File: src/rtl/control_multi_ws_if.sv
//==============================================================================
// Module      : control_multi_ws_if
// Description : Opcode/memory-ready inputs and datapath control outputs of the
//               multi-cycle control unit, bundled with driver/unit modports.
// Revision    : 1.0 - initial release
//==============================================================================
`default_nettype none

interface control_multi_ws_if;
   logic [6:0] Opcode;
   logic       iMemReady;
   logic       oEscreveIR;
   logic       oEscrevePC;
   logic       oEscrevePCCond;
   logic       oEscrevePCBack;
   logic [1:0] oOrigAULA;
   logic [1:0] oOrigBULA;
   logic [1:0] oMem2Reg;
   logic [1:0] oALUOp;
   logic       oOrigPC;
   logic       oIouD;
   logic       oRegWrite;
   logic       oMemWrite;
   logic       oMemRead;
   logic       oIllegal;
   logic       oRetire;
   logic [3:0] oState;

   modport master (
      output Opcode, iMemReady,
      input  oEscreveIR, oEscrevePC, oEscrevePCCond, oEscrevePCBack,
             oOrigAULA, oOrigBULA, oMem2Reg, oALUOp,
             oOrigPC, oIouD, oRegWrite, oMemWrite, oMemRead,
             oIllegal, oRetire, oState
   );

   modport slave (
      input  Opcode, iMemReady,
      output oEscreveIR, oEscrevePC, oEscrevePCCond, oEscrevePCBack,
             oOrigAULA, oOrigBULA, oMem2Reg, oALUOp,
             oOrigPC, oIouD, oRegWrite, oMemWrite, oMemRead,
             oIllegal, oRetire, oState
   );
endinterface

`default_nettype wire

File: src/rtl/control_multi_ws.sv
//==============================================================================
// Module      : control_multi_ws
// Description : Multi-cycle RISC-V control FSM with programmable memory wait
//               states, optional AUIPC decode and halting/resuming trap.
// Revision    : 1.0 - initial release
//==============================================================================
`default_nettype none

module control_multi_ws #(
   parameter int unsigned MEM_WAIT  = 2,
   parameter bit          EN_AUIPC  = 1'b1,
   parameter bit          TRAP_HALT = 1'b1
) (
   input  wire logic         iCLK,
   input  wire logic         iRST,
   control_multi_ws_if.slave bus
);

   typedef enum logic [3:0] {
      FETCH    = 4'd0,
      FETCH_WB = 4'd1,
      DECODE   = 4'd2,
      ADDR     = 4'd3,
      LW_MEM   = 4'd4,
      LW_WB    = 4'd5,
      SW_MEM   = 4'd6,
      EXEC     = 4'd7,
      ALU_WB   = 4'd8,
      BRANCH   = 4'd9,
      JAL      = 4'd10,
      JALR     = 4'd11,
      TRAP     = 4'd12
   } state_t;

   localparam logic [3:0] c_WAIT_INIT  = 4'(MEM_WAIT);
   localparam logic [6:0] c_OPC_LOAD   = 7'b0000011;
   localparam logic [6:0] c_OPC_STORE  = 7'b0100011;
   localparam logic [6:0] c_OPC_OP     = 7'b0110011;
   localparam logic [6:0] c_OPC_OPIMM  = 7'b0010011;
   localparam logic [6:0] c_OPC_LUI    = 7'b0110111;
   localparam logic [6:0] c_OPC_AUIPC  = 7'b0010111;
   localparam logic [6:0] c_OPC_BRANCH = 7'b1100011;
   localparam logic [6:0] c_OPC_JAL    = 7'b1101111;
   localparam logic [6:0] c_OPC_JALR   = 7'b1100111;

   state_t     state_q, state_d;
   logic [3:0] cnt_q, cnt_d;
   logic       w_mem_done;

   logic       w_escreve_ir, w_escreve_pc, w_escreve_pc_cond, w_escreve_pc_back;
   logic [1:0] w_orig_a, w_orig_b, w_mem2reg, w_alu_op;
   logic       w_orig_pc, w_iou_d, w_reg_write, w_mem_write, w_mem_read;
   logic       w_illegal, w_retire;

   always_ff @(posedge iCLK) begin
      if (iRST) begin
         state_q <= FETCH;
         cnt_q   <= c_WAIT_INIT;
      end else begin
         state_q <= state_d;
         cnt_q   <= cnt_d;
      end
   end

   // A memory access ends only once the wait budget is spent and memory agrees.
   assign w_mem_done = (cnt_q == 4'd0) && bus.iMemReady;

   always_comb begin
      state_d           = state_q;
      w_escreve_ir      = 1'b0;
      w_escreve_pc      = 1'b0;
      w_escreve_pc_cond = 1'b0;
      w_escreve_pc_back = 1'b0;
      w_orig_a          = 2'b00;
      w_orig_b          = 2'b00;
      w_mem2reg         = 2'b00;
      w_alu_op          = 2'b00;
      w_orig_pc         = 1'b0;
      w_iou_d           = 1'b0;
      w_reg_write       = 1'b0;
      w_mem_write       = 1'b0;
      w_mem_read        = 1'b0;
      w_illegal         = 1'b0;
      w_retire          = 1'b0;

      case (state_q)
         FETCH: begin
            w_mem_read = 1'b1;
            if (w_mem_done) state_d = FETCH_WB;
         end
         FETCH_WB: begin
            w_escreve_ir      = 1'b1;
            w_escreve_pc      = 1'b1;
            w_escreve_pc_back = 1'b1;
            w_orig_a          = 2'b10;
            w_orig_b          = 2'b01;
            state_d           = DECODE;
         end
         DECODE: begin
            w_orig_b = 2'b10;
            case (bus.Opcode)
               c_OPC_LOAD, c_OPC_STORE:           state_d = ADDR;
               c_OPC_OP, c_OPC_OPIMM, c_OPC_LUI:  state_d = EXEC;
               c_OPC_AUIPC:                       state_d = EN_AUIPC ? EXEC : TRAP;
               c_OPC_BRANCH:                      state_d = BRANCH;
               c_OPC_JAL:                         state_d = JAL;
               c_OPC_JALR:                        state_d = JALR;
               default:                           state_d = TRAP;
            endcase
         end
         ADDR: begin
            w_orig_a = 2'b01;
            w_orig_b = 2'b10;
            state_d  = (bus.Opcode == c_OPC_LOAD) ? LW_MEM : SW_MEM;
         end
         LW_MEM: begin
            w_iou_d    = 1'b1;
            w_mem_read = 1'b1;
            if (w_mem_done) state_d = LW_WB;
         end
         LW_WB: begin
            w_mem2reg   = 2'b10;
            w_reg_write = 1'b1;
            w_retire    = 1'b1;
            state_d     = FETCH;
         end
         SW_MEM: begin
            w_iou_d     = 1'b1;
            w_mem_write = 1'b1;
            if (w_mem_done) begin
               w_retire = 1'b1;
               state_d  = FETCH;
            end
         end
         EXEC: begin
            case (bus.Opcode)
               c_OPC_OP: begin
                  w_orig_a = 2'b01;
                  w_orig_b = 2'b00;
                  w_alu_op = 2'b10;
               end
               c_OPC_OPIMM: begin
                  w_orig_a = 2'b01;
                  w_orig_b = 2'b10;
                  w_alu_op = 2'b10;
               end
               c_OPC_LUI: begin
                  w_orig_a = 2'b10;
                  w_orig_b = 2'b10;
                  w_alu_op = 2'b11;
               end
               c_OPC_AUIPC: begin
                  w_orig_a = 2'b10;
                  w_orig_b = 2'b10;
                  w_alu_op = 2'b00;
               end
               default: ;
            endcase
            state_d = ALU_WB;
         end
         ALU_WB: begin
            w_reg_write = 1'b1;
            w_retire    = 1'b1;
            state_d     = FETCH;
         end
         BRANCH: begin
            w_escreve_pc_cond = 1'b1;
            w_orig_a          = 2'b01;
            w_orig_pc         = 1'b1;
            w_alu_op          = 2'b01;
            w_retire          = 1'b1;
            state_d           = FETCH;
         end
         JAL: begin
            w_escreve_pc = 1'b1;
            w_orig_pc    = 1'b1;
            w_mem2reg    = 2'b01;
            w_reg_write  = 1'b1;
            w_retire     = 1'b1;
            state_d      = FETCH;
         end
         JALR: begin
            w_escreve_pc = 1'b1;
            w_orig_a     = 2'b01;
            w_orig_b     = 2'b10;
            w_mem2reg    = 2'b01;
            w_reg_write  = 1'b1;
            w_retire     = 1'b1;
            state_d      = FETCH;
         end
         TRAP: begin
            w_illegal = 1'b1;
            if (!TRAP_HALT) state_d = FETCH;
         end
         default: state_d = FETCH;
      endcase
   end

   // Reload the wait budget on every fresh entry into a memory-access state.
   always_comb begin
      cnt_d = (cnt_q != 4'd0) ? (cnt_q - 4'd1) : 4'd0;
      if ((state_d != state_q) &&
          ((state_d == FETCH) || (state_d == LW_MEM) || (state_d == SW_MEM)))
         cnt_d = c_WAIT_INIT;
   end

   // Reset suppresses every architectural write and any retire indication.
   assign bus.oEscreveIR     = w_escreve_ir      & ~iRST;
   assign bus.oEscrevePC     = w_escreve_pc      & ~iRST;
   assign bus.oEscrevePCCond = w_escreve_pc_cond & ~iRST;
   assign bus.oEscrevePCBack = w_escreve_pc_back & ~iRST;
   assign bus.oRegWrite      = w_reg_write       & ~iRST;
   assign bus.oMemWrite      = w_mem_write       & ~iRST;
   assign bus.oRetire        = w_retire          & ~iRST;
   assign bus.oOrigAULA      = w_orig_a;
   assign bus.oOrigBULA      = w_orig_b;
   assign bus.oMem2Reg       = w_mem2reg;
   assign bus.oALUOp         = w_alu_op;
   assign bus.oOrigPC        = w_orig_pc;
   assign bus.oIouD          = w_iou_d;
   assign bus.oMemRead       = w_mem_read;
   assign bus.oIllegal       = w_illegal;
   assign bus.oState         = state_q;

endmodule

`default_nettype wire

File: src/flat_wrapper.sv
// flat-port wrapper written by rule: the top's interface ports become plain ports
module control_multi_ws_flat 
#(
   parameter int unsigned MEM_WAIT  = 2,
   parameter bit          EN_AUIPC  = 1'b1,
   parameter bit          TRAP_HALT = 1'b1
)
  (iCLK, iRST, bus_Opcode, bus_iMemReady, bus_oEscreveIR, bus_oEscrevePC, bus_oEscrevePCCond, bus_oEscrevePCBack, bus_oOrigAULA, bus_oOrigBULA, bus_oMem2Reg, bus_oALUOp, bus_oOrigPC, bus_oIouD, bus_oRegWrite, bus_oMemWrite, bus_oMemRead, bus_oIllegal, bus_oRetire, bus_oState);
  control_multi_ws_if bus_i ();
  input  wire logic iCLK;
  input  wire logic iRST;
  input wire logic [$bits(bus_i.Opcode)-1:0] bus_Opcode;
  input wire logic [$bits(bus_i.iMemReady)-1:0] bus_iMemReady;
  output wire logic [$bits(bus_i.oEscreveIR)-1:0] bus_oEscreveIR;
  output wire logic [$bits(bus_i.oEscrevePC)-1:0] bus_oEscrevePC;
  output wire logic [$bits(bus_i.oEscrevePCCond)-1:0] bus_oEscrevePCCond;
  output wire logic [$bits(bus_i.oEscrevePCBack)-1:0] bus_oEscrevePCBack;
  output wire logic [$bits(bus_i.oOrigAULA)-1:0] bus_oOrigAULA;
  output wire logic [$bits(bus_i.oOrigBULA)-1:0] bus_oOrigBULA;
  output wire logic [$bits(bus_i.oMem2Reg)-1:0] bus_oMem2Reg;
  output wire logic [$bits(bus_i.oALUOp)-1:0] bus_oALUOp;
  output wire logic [$bits(bus_i.oOrigPC)-1:0] bus_oOrigPC;
  output wire logic [$bits(bus_i.oIouD)-1:0] bus_oIouD;
  output wire logic [$bits(bus_i.oRegWrite)-1:0] bus_oRegWrite;
  output wire logic [$bits(bus_i.oMemWrite)-1:0] bus_oMemWrite;
  output wire logic [$bits(bus_i.oMemRead)-1:0] bus_oMemRead;
  output wire logic [$bits(bus_i.oIllegal)-1:0] bus_oIllegal;
  output wire logic [$bits(bus_i.oRetire)-1:0] bus_oRetire;
  output wire logic [$bits(bus_i.oState)-1:0] bus_oState;
  assign bus_i.Opcode = bus_Opcode;
  assign bus_i.iMemReady = bus_iMemReady;
  assign bus_oEscreveIR = bus_i.oEscreveIR;
  assign bus_oEscrevePC = bus_i.oEscrevePC;
  assign bus_oEscrevePCCond = bus_i.oEscrevePCCond;
  assign bus_oEscrevePCBack = bus_i.oEscrevePCBack;
  assign bus_oOrigAULA = bus_i.oOrigAULA;
  assign bus_oOrigBULA = bus_i.oOrigBULA;
  assign bus_oMem2Reg = bus_i.oMem2Reg;
  assign bus_oALUOp = bus_i.oALUOp;
  assign bus_oOrigPC = bus_i.oOrigPC;
  assign bus_oIouD = bus_i.oIouD;
  assign bus_oRegWrite = bus_i.oRegWrite;
  assign bus_oMemWrite = bus_i.oMemWrite;
  assign bus_oMemRead = bus_i.oMemRead;
  assign bus_oIllegal = bus_i.oIllegal;
  assign bus_oRetire = bus_i.oRetire;
  assign bus_oState = bus_i.oState;
  control_multi_ws #(.MEM_WAIT(MEM_WAIT), .EN_AUIPC(EN_AUIPC), .TRAP_HALT(TRAP_HALT)) u_core (.iCLK(iCLK), .iRST(iRST), .bus(bus_i));
endmodule
File: config.mk
export PLATFORM = sky130hd
export DESIGN_NAME = control_multi_ws_flat
export DESIGN_NICKNAME = d
export VERILOG_FILES = /design/src/rtl/control_multi_ws_if.sv /design/src/rtl/control_multi_ws.sv /design/src/flat_wrapper.sv
export SDC_FILE = /design/constraint.sdc
export NUM_CORES = 1
export LEC_CHECK = 0
export ABC_AREA = 1
export CORE_MARGIN = 4
export CORE_UTILIZATION = 45
export DETAILED_ROUTE_END_ITERATION = 12
export PLACE_DENSITY_LB_ADDON = 0.1
export SYNTH_ARGS = -nofsm -noshare
export SYNTH_HDL_FRONTEND = slang
export SYNTH_SLANG_ARGS = --single-unit
File: constraint.sdc
create_clock -name iCLK -period 3.6 [get_ports iCLK]
set_input_delay 0.36 -clock iCLK [delete_from_list [all_inputs] [get_ports iCLK]]
set_output_delay 0.36 -clock iCLK [all_outputs]
set_load 0.005 [all_outputs]
Yosys cells after proc, flatten, opt, wreduce, memory -nomap -nowiden:

Index checks and enable logic that the tools add are counted.

* add/sub/neg operators: 1
* $mul: 0
* div/mod/pow operators: 0
* order comparisons: 0
* equality and inequality tests: 24
* shift-type cells: 0
* muxes and demuxes: 25
* bitwise logic cells: 8
* reductions and logical operators: 24

Operators by type and width (count)
* $pmux W4 S8: 1
* $eq A4 B3 Y1 const B: 6
* $eq A7 B6 Y1 const B: 3
* $eq A7 B7 Y1 const B: 3
* $eq A4 B4 Y1 const B: 5
* $pmux W4 S5: 1
* $pmux W2 S2: 4
* $reduce_or A2 Y1: 8
* $reduce_or A3 Y1: 5
* $eq A7 B5 Y1 const B: 2
* $logic_not A4 Y1: 3
* $mux W4: 3
* $pmux W2 S3: 2
* $mux W1: 10
* $eq A4 B2 Y1 const B: 2
* $reduce_or A4 Y1: 2
* $eq A7 B2 Y1 const B: 1
* $and A1 B1 Y1: 6
* $mux W2: 3
* $reduce_or A5 Y1: 1
* $eq A4 B1 Y1 const B: 1
* $ne A4 B4 Y1: 1
* $reduce_bool A4 Y1: 1
* $sub A4 B1 Y4 const B: 1
* other kinds (4): 7

* register bits: 8
* latch bits: 0
* RAM bits: 0
* bits in read-only memories: 0
* input port bits: 10
* output and inout bits: 23
* word-level logic and storage cells: 85
* memories: 0

Longest topological paths before layout:

Gate-level depths: netlist of the first run.

* depth after elaboration: 9
* depth in mapped cells: 14
* mapped depth without buffers: 14

Worst setup path after synthesis of the first run:

No wires, ideal clock.

* kind: reg2out
* start: register u_core.state_q[2], in the netlist u_core.bus.oState[2]
* end: output bus_oOrigBULA[1]
* arrival: 1.147 ns
* required time: 3.240 ns
* path slack: 2.093 ns
* cell stages (with the launch flop): 5
* buffers on the path: 0
* path through: dfxtp_1 nand2_4 nor2_1 nand4_1 o211ai_1

* word-level cells in the longest chain between the ends: 3
* elaborated cells on any way between the ends: 7
* classes of those cells: 5 x eq/ne; 1 x mux; 1 x reduce/logical

RTL lines
* start: declaration: RTL line control_multi_ws.sv:46 `state_t state_q, state_d;`
* start signal: assignment: RTL line control_multi_ws.sv:60 `state_q <= state_d;`
* $eq A4 B2 Y1 or $eq A4 B4 Y1 (tied branches): RTL line control_multi_ws.sv:86 `case (state_q)`
* $reduce_or A3 Y1 (no line)
* $pmux W2 S3 (*): RTL line control_multi_ws.sv:86
* end: declaration: RTL line flat_wrapper.sv:19 `output wire logic [$bits(bus_i.oOrigBULA)-1:0] bus_oOrigBULA;`

Mark *: on every way between the ends. The rest lies on a longest branch, timed or not.

Final worst setup path of the first run:

Ends and elaborated chain as after synthesis.

==> results of run 1 <==
## power groups by stage
stage | registers, W | clock network, W | logic [W]
2_1_floorplan | 0.000126 | 0 | 0.000127
3_3_place_gp | 0.000127 | 0 | 0.000188
3_5_place_dp | 0.000129 | 0 | 0.000192
4_1_cts | 0.000127 | 0.0000715 | 0.000199
5_1_grt | 0.000130 | 0.0000774 | 0.000223
6_report | 0.000127 | 0.0000691 | 0.000199
## synth_stat cells
cell | number | area (um2)
buf_4 | 1 | 7.51
nor3_4 | 1 | 16.3
nand2_1 | 30 | 113
nor2_4 | 1 | 11.3
nor2_1 | 31 | 116
o21ai_0 | 2 | 10.0
xor2_1 | 1 | 8.76
nand2_2 | 7 | 43.8
dfxtp_1 | 8 | 160
nor3_1 | 2 | 10.0
nor2_2 | 3 | 18.8
nand4_1 | 2 | 12.5
clkbuf_1 | 1 | 3.75
inv_1 | 18 | 67.6
nand3_2 | 1 | 10.0
nand2_4 | 1 | 11.3
inv_2 | 3 | 11.3
and3_1 | 1 | 6.26
clkinv_1 | 1 | 3.75
a21oi_1 | 11 | 55.1
nand3_1 | 13 | 65.1
o211ai_1 | 1 | 7.51
## critical path: stages, from the launching register on
cell and delay [ps]:
dfxtp_1 570, nand2_4 130, nor2_1 240, nand4_1 190, o211ai_1 200, clkdlybuf4s50_1 520
## worst paths after layout
| path | depth (start not counted) | slack, ps | end | startpoint |
|---|---|---|---|---|
| worst min register to register | 1 | 440 | u_core.cnt_q[0] | u_core.cnt_q[0] |
| worst max register to register | 11 | 1930 | u_core.cnt_q[3] | u_core.bus.oState[2] |
| worst max-delay path | 5 | 1140 | bus_oOrigBULA[1] | u_core.bus.oState[2] |
| worst min-delay path | 1 | 440 | u_core.cnt_q[0] | u_core.cnt_q[0] |
## area by class of cell
class                   instances  area [um2]
clock buffers                   3        22.5
fillers                       151         438
inverters                      22        82.6
multi-input cells             108         515
flip-flops and latches          8         160
well taps                      16        20.0
repair buffers                 32         320
## cells by family after synthesis
family | share of synthesized area [%]
AOI/OAI and AO/OA | 9.43
xor gates and xnor gates | 1.14
buffers and inverters | 12.2
DFF | 20.8
and+or+nand+nor | 56.4
## sequential cells by signal, summed over array words and instances (netlist names)
name	count
u_core.bus.oState	4
u_core.cnt_q	4
## per-stage QoR
step	utilization (%)	hold slack (ps)
after floorplan	-	412
after global placement	70.5	422
after detailed placement	70.5	433
after CTS	71.9	438
after global routing	71.9	467
final	71.9	439
## per-layer routing
| layer | GRT usage [%] | part of all wire [%] | routed length (um) |
|---|---|---|---|
| met5 | 0 | 0 | 0 |
| met4 | 2.37 | 0 | 0 |
| met3 | 5.50 | 4.8 | 107 |
| met2 | 32.6 | 49 | 1090 |
| met1 | 21.5 | 46 | 1010 |
==> impl_metrics.csv, run 1 <==
group,metric,value,unit
setup_path,worstSetupStartpointType,"flop",
floorplan,pin_count,33,
final_layout,layout.nets,185,
clock_network,cts_tree,"done",
final_layout,drive_above_1_share,11.6,%
power,p_int,0.000232,W
synth,synth_nets,150,
power,swShare,41.3,%
detailed_routing,drt-initial-drc-count,23,
final_layout,syn_to_final_growth,45.7,%
clock_network,hold_buffers,0,
power,vdd_ir_drop_max,0.309,mV
grt,antenna_found_initial,0,
synth,syn_area,769,um2
synth,ys.warnings.count,0,
sta,worstMarginPinSlew,422,ps
clock_network,cts_sinks,8,
outcome,status,"finished, final reports clean",
clock_network,cts_made_buffers,3,
setup_path,critPathArrivalTime,2100,ps
detailed_routing,wl_per_cell,11.7,um
setup_path,crit_type,"reg -> out",
sta,skew,0.338,ps
clock_network,clk_latency,250,ps
placement,finalWeightedCongestion,0.866,
floorplan,dieArea,2440,um2
final_layout,layout_commonest_cell,"clkdlybuf4s50_1",
clock_network,clk_path_buf_depth,2,
power,seq_power_share,32.2,%
power,leakagePower,0.510,nW
clock_network,cts_root_buffer,"clkbuf_4",
grt,grt_max_degree,13,
synth,synthDistinctLibCells,22,
detailed_routing,viasPerCell,5.05,
final_layout,finalNonFillerCells,189,
final_layout,final_cell_mix,"clkdlybuf4s50_1, nor2_1, nand2_1",
final_layout,antennaDiodeCount,0,
detailed_routing,drt-pass1-iter-count,4,
synth,synth_area_per_cell,5.50,um2
grt,grt_pass1_vias,812,
clock_network,cts_setup_buffers,0,
floorplan,row_count,14,
grt,grt_overflow,0,
worst_hold_path,hold_path_class,"reg -> reg",
floorplan,die_x,49.4,um
sta,hold_viol_final,0,
floorplan,die_height,49.4,um
power,comb_power_share,50.3,%
placement,placed_cells,186,
detailed_routing,num_vias,955,
final_layout,design_area,1120,um2
sta,fmax,0.407,GHz
power,pwr_density_cell,352,nW/um2
grt,grt_first_pass_wirelength,3500,um
setup_path,critPathMaxFanout,8,
floorplan,core,1560,um2
placement,post-place-ws,1280,ps
placement,dpl.hpwl,1760,um
placement,placed_area,1100,um2
sta,rsz0062_at_grt,"no",
power,p_total,0.000395,W
floorplan,initial_core_util,49.4,%
clock_network,cts.repair.resized,0,
synth,ys_seq_area_share,20.8,%
clock_network,h-tree-depth,1,
grt,grt.total_usage,18.2,%
sta,worst_slack,1140,ps
sta,drv_slew,0,
detailed_routing,drt_wl_total,2210,um
sta,timing.max_slew.rel_slack,71.8,%
sta,post-route-period-util,68.2,%
setup_path,end_kind,"output port",
power,p_clk_share,17.5,%
synth,synth_cells,140,
detailed_routing,post-route-drc-count,0,
run,timing.max_cap.violations,0,
synth,synth_seq_cells,8,
power,switchingPower,0.000163,W
detailed_routing,final_antenna_net_count,0,
sta,period_needed,2460,ps
setup_path,crit_required,3240,ps
placement,port_buffers,32,
sta,setup-violations-final,0,
sta,timing.setup.tns,0,ps
clock_network,path_clk_slew,50,ps
(Power assumes the default switching activity.)
==> run 2: changes to the inputs <==
--- a/config.mk
+++ b/config.mk
@@ -7,7 +7,7 @@
 export LEC_CHECK = 0
 export ABC_AREA = 1
 export CORE_MARGIN = 4
-export CORE_UTILIZATION = 45
+export CORE_UTILIZATION = 37
 export DETAILED_ROUTE_END_ITERATION = 12
 export PLACE_DENSITY_LB_ADDON = 0.1
 export SYNTH_ARGS = -nofsm -noshare
==> constraint.sdc (replaced) <==
create_clock -name iCLK -period 2.23 [get_ports iCLK]
set_input_delay 0.223 -clock iCLK [delete_from_list [all_inputs] [get_ports iCLK]]
set_output_delay 0.223 -clock iCLK [all_outputs]
set_load 0.005 [all_outputs]
==> run 2 against run 1 <==
Critical path depth is 1 higher. Worst hold slack worse by 7.5 ps. Die area is 18% higher. Core utilization is 13 points lower. Sequential share of layout area is 0.32 points lower.
==> impl_metrics.csv, run 2 (synthesized netlist as in run 1, its figures left out) <==
group,metric,value,unit
detailed_routing,drt-initial-drc-count,36,
detailed_routing,drt-pass1-iter-count,4,
final_layout,drive_above_1_share,15.4,%
power,leakagePower,0.523,nW
grt,grt_first_pass_wirelength,3520,um
grt,grt_max_degree,13,
sta,worst_slack,118,ps
sta,drv_slew,0,
floorplan,pin_count,33,
detailed_routing,viasPerCell,4.93,
worst_hold_path,hold_path_class,"reg -> reg",
floorplan,initial_core_util,39.2,%
grt,antenna_found_initial,0,
worst_hold_path,holdPathStages,1,
placement,dpl.hpwl,1780,um
placement,post-place-ws,154,ps
power,pwr_density_cell,544,nW/um2
sta,timing.setup.tns,0,ps
setup_path,reg2reg_to,"u_core.cnt_q[3]",
final_layout,layout.nets,187,
clock_network,cts_made_buffers,3,
sta,fmax,0.473,GHz
setup_path,rr_worst_depth,11,
setup_path,worstSetupStartpointType,"primary input",
floorplan,die_x,53.6,um
clock_network,cts_root_buffer,"clkbuf_4",
detailed_routing,final_antenna_net_count,0,
sta,period_needed,2110,ps
sta,rsz0062_at_grt,"no",
detailed_routing,num_vias,995,
sta,worstMarginPinSlew,436,ps
placement,finalWeightedCongestion,0.857,
run,timing.max_cap.violations,0,
detailed_routing,post-route-drc-count,0,
grt,grt_pass1_vias,891,
clock_network,hold_buffers,0,
grt,grt.total_usage,16.5,%
clock_network,clk_latency,250,ps
clock_network,cts_sinks,8,
sta,hold_viol_final,0,
setup_path,end_kind,"output port",
clock_network,h-tree-depth,1,
grt,grt_overflow,0,
worst_hold_path,min_from,"u_core.cnt_q[0]",
sta,timing.max_slew.rel_slack,70.8,%
setup_path,crit_type,"in -> out",
final_layout,design_area,1160,um2
setup_path,critPathArrivalTime,1890,ps
sta,skew,0.804,ps
setup_path,crit_required,2010,ps
final_layout,layout_commonest_cell,"clkdlybuf4s50_1",
sta,post-route-period-util,94.7,%
floorplan,core,1960,um2
clock_network,path_clk_slew,50,ps
floorplan,row_count,16,
final_layout,fillerInstances,208,
placement,placed_area,1130,um2
power,p_total,0.000633,W
floorplan,dieArea,2870,um2
sta,setup-violations-final,0,
setup_path,r2r_slack,660,ps
clock_network,cts_tree,"done",
detailed_routing,wl_per_cell,10.9,um
final_layout,antennaDiodeCount,0,
clock_network,clk_path_buf_depth,2,
worst_hold_path,min_to,"u_core.cnt_q[0]",
outcome,status,"finished, final reports clean",
final_layout,final_cell_mix,"clkdlybuf4s50_1, nor2_1, nand2_1",
setup_path,r2r_start,"u_core.bus.oState[1]",
clock_network,cts_setup_buffers,0,
final_layout,syn_to_final_growth,51.4,%
placement,port_buffers,32,
setup_path,critPathMaxFanout,5,
detailed_routing,drt_wl_total,2200,um
power,vdd_ir_drop_max,0.387,mV
floorplan,die_height,53.6,um
## run 2: layer usage
metal  track usage, %  wire [um]
met5                0          0
met1             18.6        928
met4             2.55         29
met2             30.6       1100
met3             4.99        143
## run 2: layout make-up
type,count,area [um2],area share (%)
sequential,8,163,14.0
timing repair buffer,34,335,28.8
inverter,22,82.6,7.09
multi-input combinational,108,528,45.3
tap,27,33.8,2.90
clock buffer,3,22.5,1.93
## run 2: critical path, cell delays in order
cell,delay (ps)
clkdlybuf4s50_1,550
nand2_1,90
nor2_1,200
nand3_1,150
o211ai_1,130
clkdlybuf4s50_1,530
## run 2: repair_timing
item                       CTS  global route
setup endpoints to repair    1             4
pin swaps                    0             0
gates resized for setup      1             5
## run 2: report_power, final
group,internal (W),total (W),switching [W]
combinational,0.000143,0.000327,0.000184
sequential,0.000176,0.000199,0.0000235
clock,0.0000613,0.000107,0.0000453
total,0.000381,0.000633,0.000253
## run 2: worst max-delay path by stage
stage                                  end  slack [ps]  cells past startpoint                 start
after CTS                 bus_oOrigBULA[1]          50                      5  u_core.bus.oState[0]
after floorplan            u_core.cnt_q[3]         810                     11  u_core.bus.oState[2]
final                     bus_oOrigBULA[1]         120                      6         bus_Opcode[4]
after detailed placement  bus_oOrigBULA[1]         150                      6         bus_Opcode[4]
after global routing      bus_oOrigBULA[1]           2                      6         bus_Opcode[4]
after global placement    bus_oOrigBULA[1]         240                      6         bus_Opcode[4]
## run 2: through the flow
step | std cells | util [%] | hold WS (ps)
CTS | 202 | 58.7 | 432
finish | 202 | 59.4 | 431
global route | 202 | 59.4 | 469
global placement | 199 | 57.5 | 423
detailed placement | 199 | 57.5 | 428
floorplan | 140 | - | 342
==> run 3: changes to the inputs <==
--- a/config.mk
+++ b/config.mk
@@ -7,7 +7,7 @@
 export LEC_CHECK = 0
 export ABC_AREA = 1
 export CORE_MARGIN = 4
-export CORE_UTILIZATION = 37
+export CORE_UTILIZATION = 41
 export DETAILED_ROUTE_END_ITERATION = 12
 export PLACE_DENSITY_LB_ADDON = 0.1
 export SYNTH_ARGS = -nofsm -noshare
==> constraint.sdc (replaced) <==
create_clock -name iCLK -period 2.41 [get_ports iCLK]
set_input_delay 0.241 -clock iCLK [delete_from_list [all_inputs] [get_ports iCLK]]
set_output_delay 0.241 -clock iCLK [all_outputs]
set_load 0.005 [all_outputs]
==> run 3 against run 2 <==
Combinational power fell by 9.8%. Final cell count is 1.5% lower. Power decreased by 8.5%. Non-clock buffer count down 1. Global-route usage fell by 0.54 points. Sequential share of layout area grew 0.15 points. Sequential power fell by 6%. Flip-flop and latch count unchanged. Via count down 4.9%. Clock skew up 3.4 ps. Clock power fell by 9%. Critical endpoint unchanged. Largest power group unchanged.
==> impl_metrics.csv, run 3 (synthesized netlist as in run 1, its figures left out) <==
group,metric,value,unit
outcome,status,"finished, final reports clean",
floorplan,pin_count,33,
detailed_routing,final_antenna_net_count,0,
power,p_int,0.000349,W
detailed_routing,drt-initial-drc-count,18,
clock_network,h-tree-depth,1,
sta,timing.max_slew.rel_slack,70.1,%
sta,skew,4.19,ps
setup_path,critPathArrivalTime,1960,ps
clock_network,hold_buffers,0,
power,pwr_density_cell,507,nW/um2
setup_path,crit_required,2170,ps
worst_hold_path,min_from,"u_core.cnt_q[0]",
power,vdd_ir_drop_max,0.510,mV
sta,drv_slew,0,
sta,fmax,0.455,GHz
setup_path,r2r_slack,830,ps
power,seq_power_share,32.3,%
clock_network,cts_tree,"done",
setup_path,worstPathCellList,"nand2_1 > nor2_2 > nand4_1 > o211ai_1 > clkdlybuf4s50_1",
floorplan,initial_core_util,44.1,%
sta,setup-violations-final,0,
floorplan,die_height,51.3,um
power,switchingPower,0.000230,W
worst_hold_path,holdPathStages,1,
detailed_routing,drt-pass1-iter-count,4,
detailed_routing,num_vias,946,
clock_network,clk_latency,250,ps
floorplan,core,1750,um2
power,leakagePower,0.516,nW
clock_network,path_clk_slew,50,ps
setup_path,cp_slowest_cell,"clkdlybuf4s50_1",
sta,rsz0062_at_grt,"no",
clock_network,cts_root_buffer,"clkbuf_4",
final_layout,antennaDiodeCount,0,
setup_path,worstSetupStartpointType,"flop",
clock_network,cts_sinks,8,
setup_path,critPathMaxFanout,6,
final_layout,fillerInstances,177,
power,p_clk_share,16.8,%
worst_hold_path,hold_path_class,"reg -> reg",
clock_network,cts_made_buffers,3,
placement,dpl.hpwl,1790,um
placement,finalWeightedCongestion,0.826,
power,swShare,39.7,%
sta,worstMarginPinSlew,447,ps
floorplan,row_count,15,
detailed_routing,viasPerCell,4.75,
power,p_total,0.000579,W
final_layout,drive_above_1_share,13.2,%
clock_network,clk_path_buf_depth,2,
detailed_routing,drt_wl_total,2090,um
sta,hold_viol_final,0,
setup_path,crit_type,"reg -> out",
final_layout,layout.nets,186,
detailed_routing,post-route-drc-count,0,
detailed_routing,wl_per_cell,10.5,um
sta,post-route-period-util,91.2,%
final_layout,final_cell_mix,"clkdlybuf4s50_1, nor2_1, nand2_1",
final_layout,layout_commonest_cell,"clkdlybuf4s50_1",
grt,grt_pass1_vias,808,
sta,period_needed,2200,ps
worst_hold_path,min_to,"u_core.cnt_q[0]",
run,timing.max_cap.violations,0,
grt,grt_max_degree,13,
setup_path,end_kind,"output port",
setup_path,reg2reg_to,"u_core.cnt_q[3]",
floorplan,die_x,51.3,um
grt,grt.total_usage,15.9,%
grt,antenna_found_initial,0,
setup_path,r2r_start,"u_core.cnt_q[1]",
grt,grt_overflow,0,
sta,timing.setup.tns,0,ps
final_layout,syn_to_final_growth,48.6,%
setup_path,rr_worst_depth,12,
grt,grt_first_pass_wirelength,3310,um
floorplan,dieArea,2630,um2
setup_path,cpPeakStageDelay,530,ps
placement,port_buffers,32,
power,comb_power_share,50.9,%
-- run 3: cell count changes in the layout (fill, tap and decap cells not counted), sizes merged --
cell / before / now
buf: 2 / 1
-- run 3: per-layer routing --
metal / vias to the layer above / GRT usage (%) / share of wire (%)
met4: 0 / 3.06 / 0
met3: 0 / 4.08 / 7.5
met2: 33 / 28.3 / 47
met1: 405 / 19.3 / 45
li1: 508 / - / -
met5: - / 0 / 0
-- run 3: stage by stage --
stage,instance area (um2),hold slack [ps],instances,util [%],setup WS [ps]
after global routing,1140,463,199,65.5,71.9
after CTS,1140,440,199,65.3,55.6
after global placement,1120,422,196,64.0,400
after detailed placement,1120,429,196,64.0,265
after floorplan,769,360,140,-,985
final,1140,440,199,65.5,213
-- run 3: worst max path at each step --
| stage | start | end | slack [ps] | cells past startpoint |
|---|---|---|---|---|
| after floorplan | u_core.bus.oState[2] | u_core.cnt_q[3] | 990 | 11 |
| after global placement | bus_Opcode[4] | bus_oOrigBULA[1] | 400 | 6 |
| after detailed placement | bus_Opcode[4] | bus_oOrigBULA[1] | 260 | 6 |
| after CTS | u_core.bus.oState[1] | bus_oOrigBULA[1] | 60 | 5 |
| after global routing | u_core.bus.oState[0] | bus_oOrigBULA[1] | 70 | 5 |
| final | u_core.bus.oState[0] | bus_oOrigBULA[1] | 210 | 5 |
-- run 3: area by class of cell --
cell class	instances	area, um2	area share (%)
Tap cell	25	31.3	2.74
Timing Repair Buffer	33	328	28.7
Clock buffer	3	22.5	1.97
Inverter	22	82.6	7.22
Sequential cell	8	161	14.1
Multi-Input combinational cell	108	518	45.3
-- run 3: power by group through the flow --
| stage | Clock [W] | Sequential, W | Combinational [W] |
|---|---|---|---|
| CTS | 0.000103 | 0.000186 | 0.000295 |
| global placement | 0 | 0.000187 | 0.000287 |
| floorplan | 0 | 0.000188 | 0.000189 |
| detailed placement | 0 | 0.000189 | 0.000292 |
| global route | 0.000112 | 0.000191 | 0.000328 |
| finish | 0.0000974 | 0.000187 | 0.000295 |
-- run 3: critical path: cells and delay by family, from the launching register on --
kind / cells / cell delay [ps]
compound gates: 1 / 220
buf+inv: 1 / 530
flops: 1 / 420
simple gates: 3 / 530
-- run 3: timing repair --
item / CTS / global route
endpoints found under the hold margin: 0 / 0
buffers inserted: 0 / 0
resized for setup: 0 / 2
setup endpoints to repair: 0 / 1
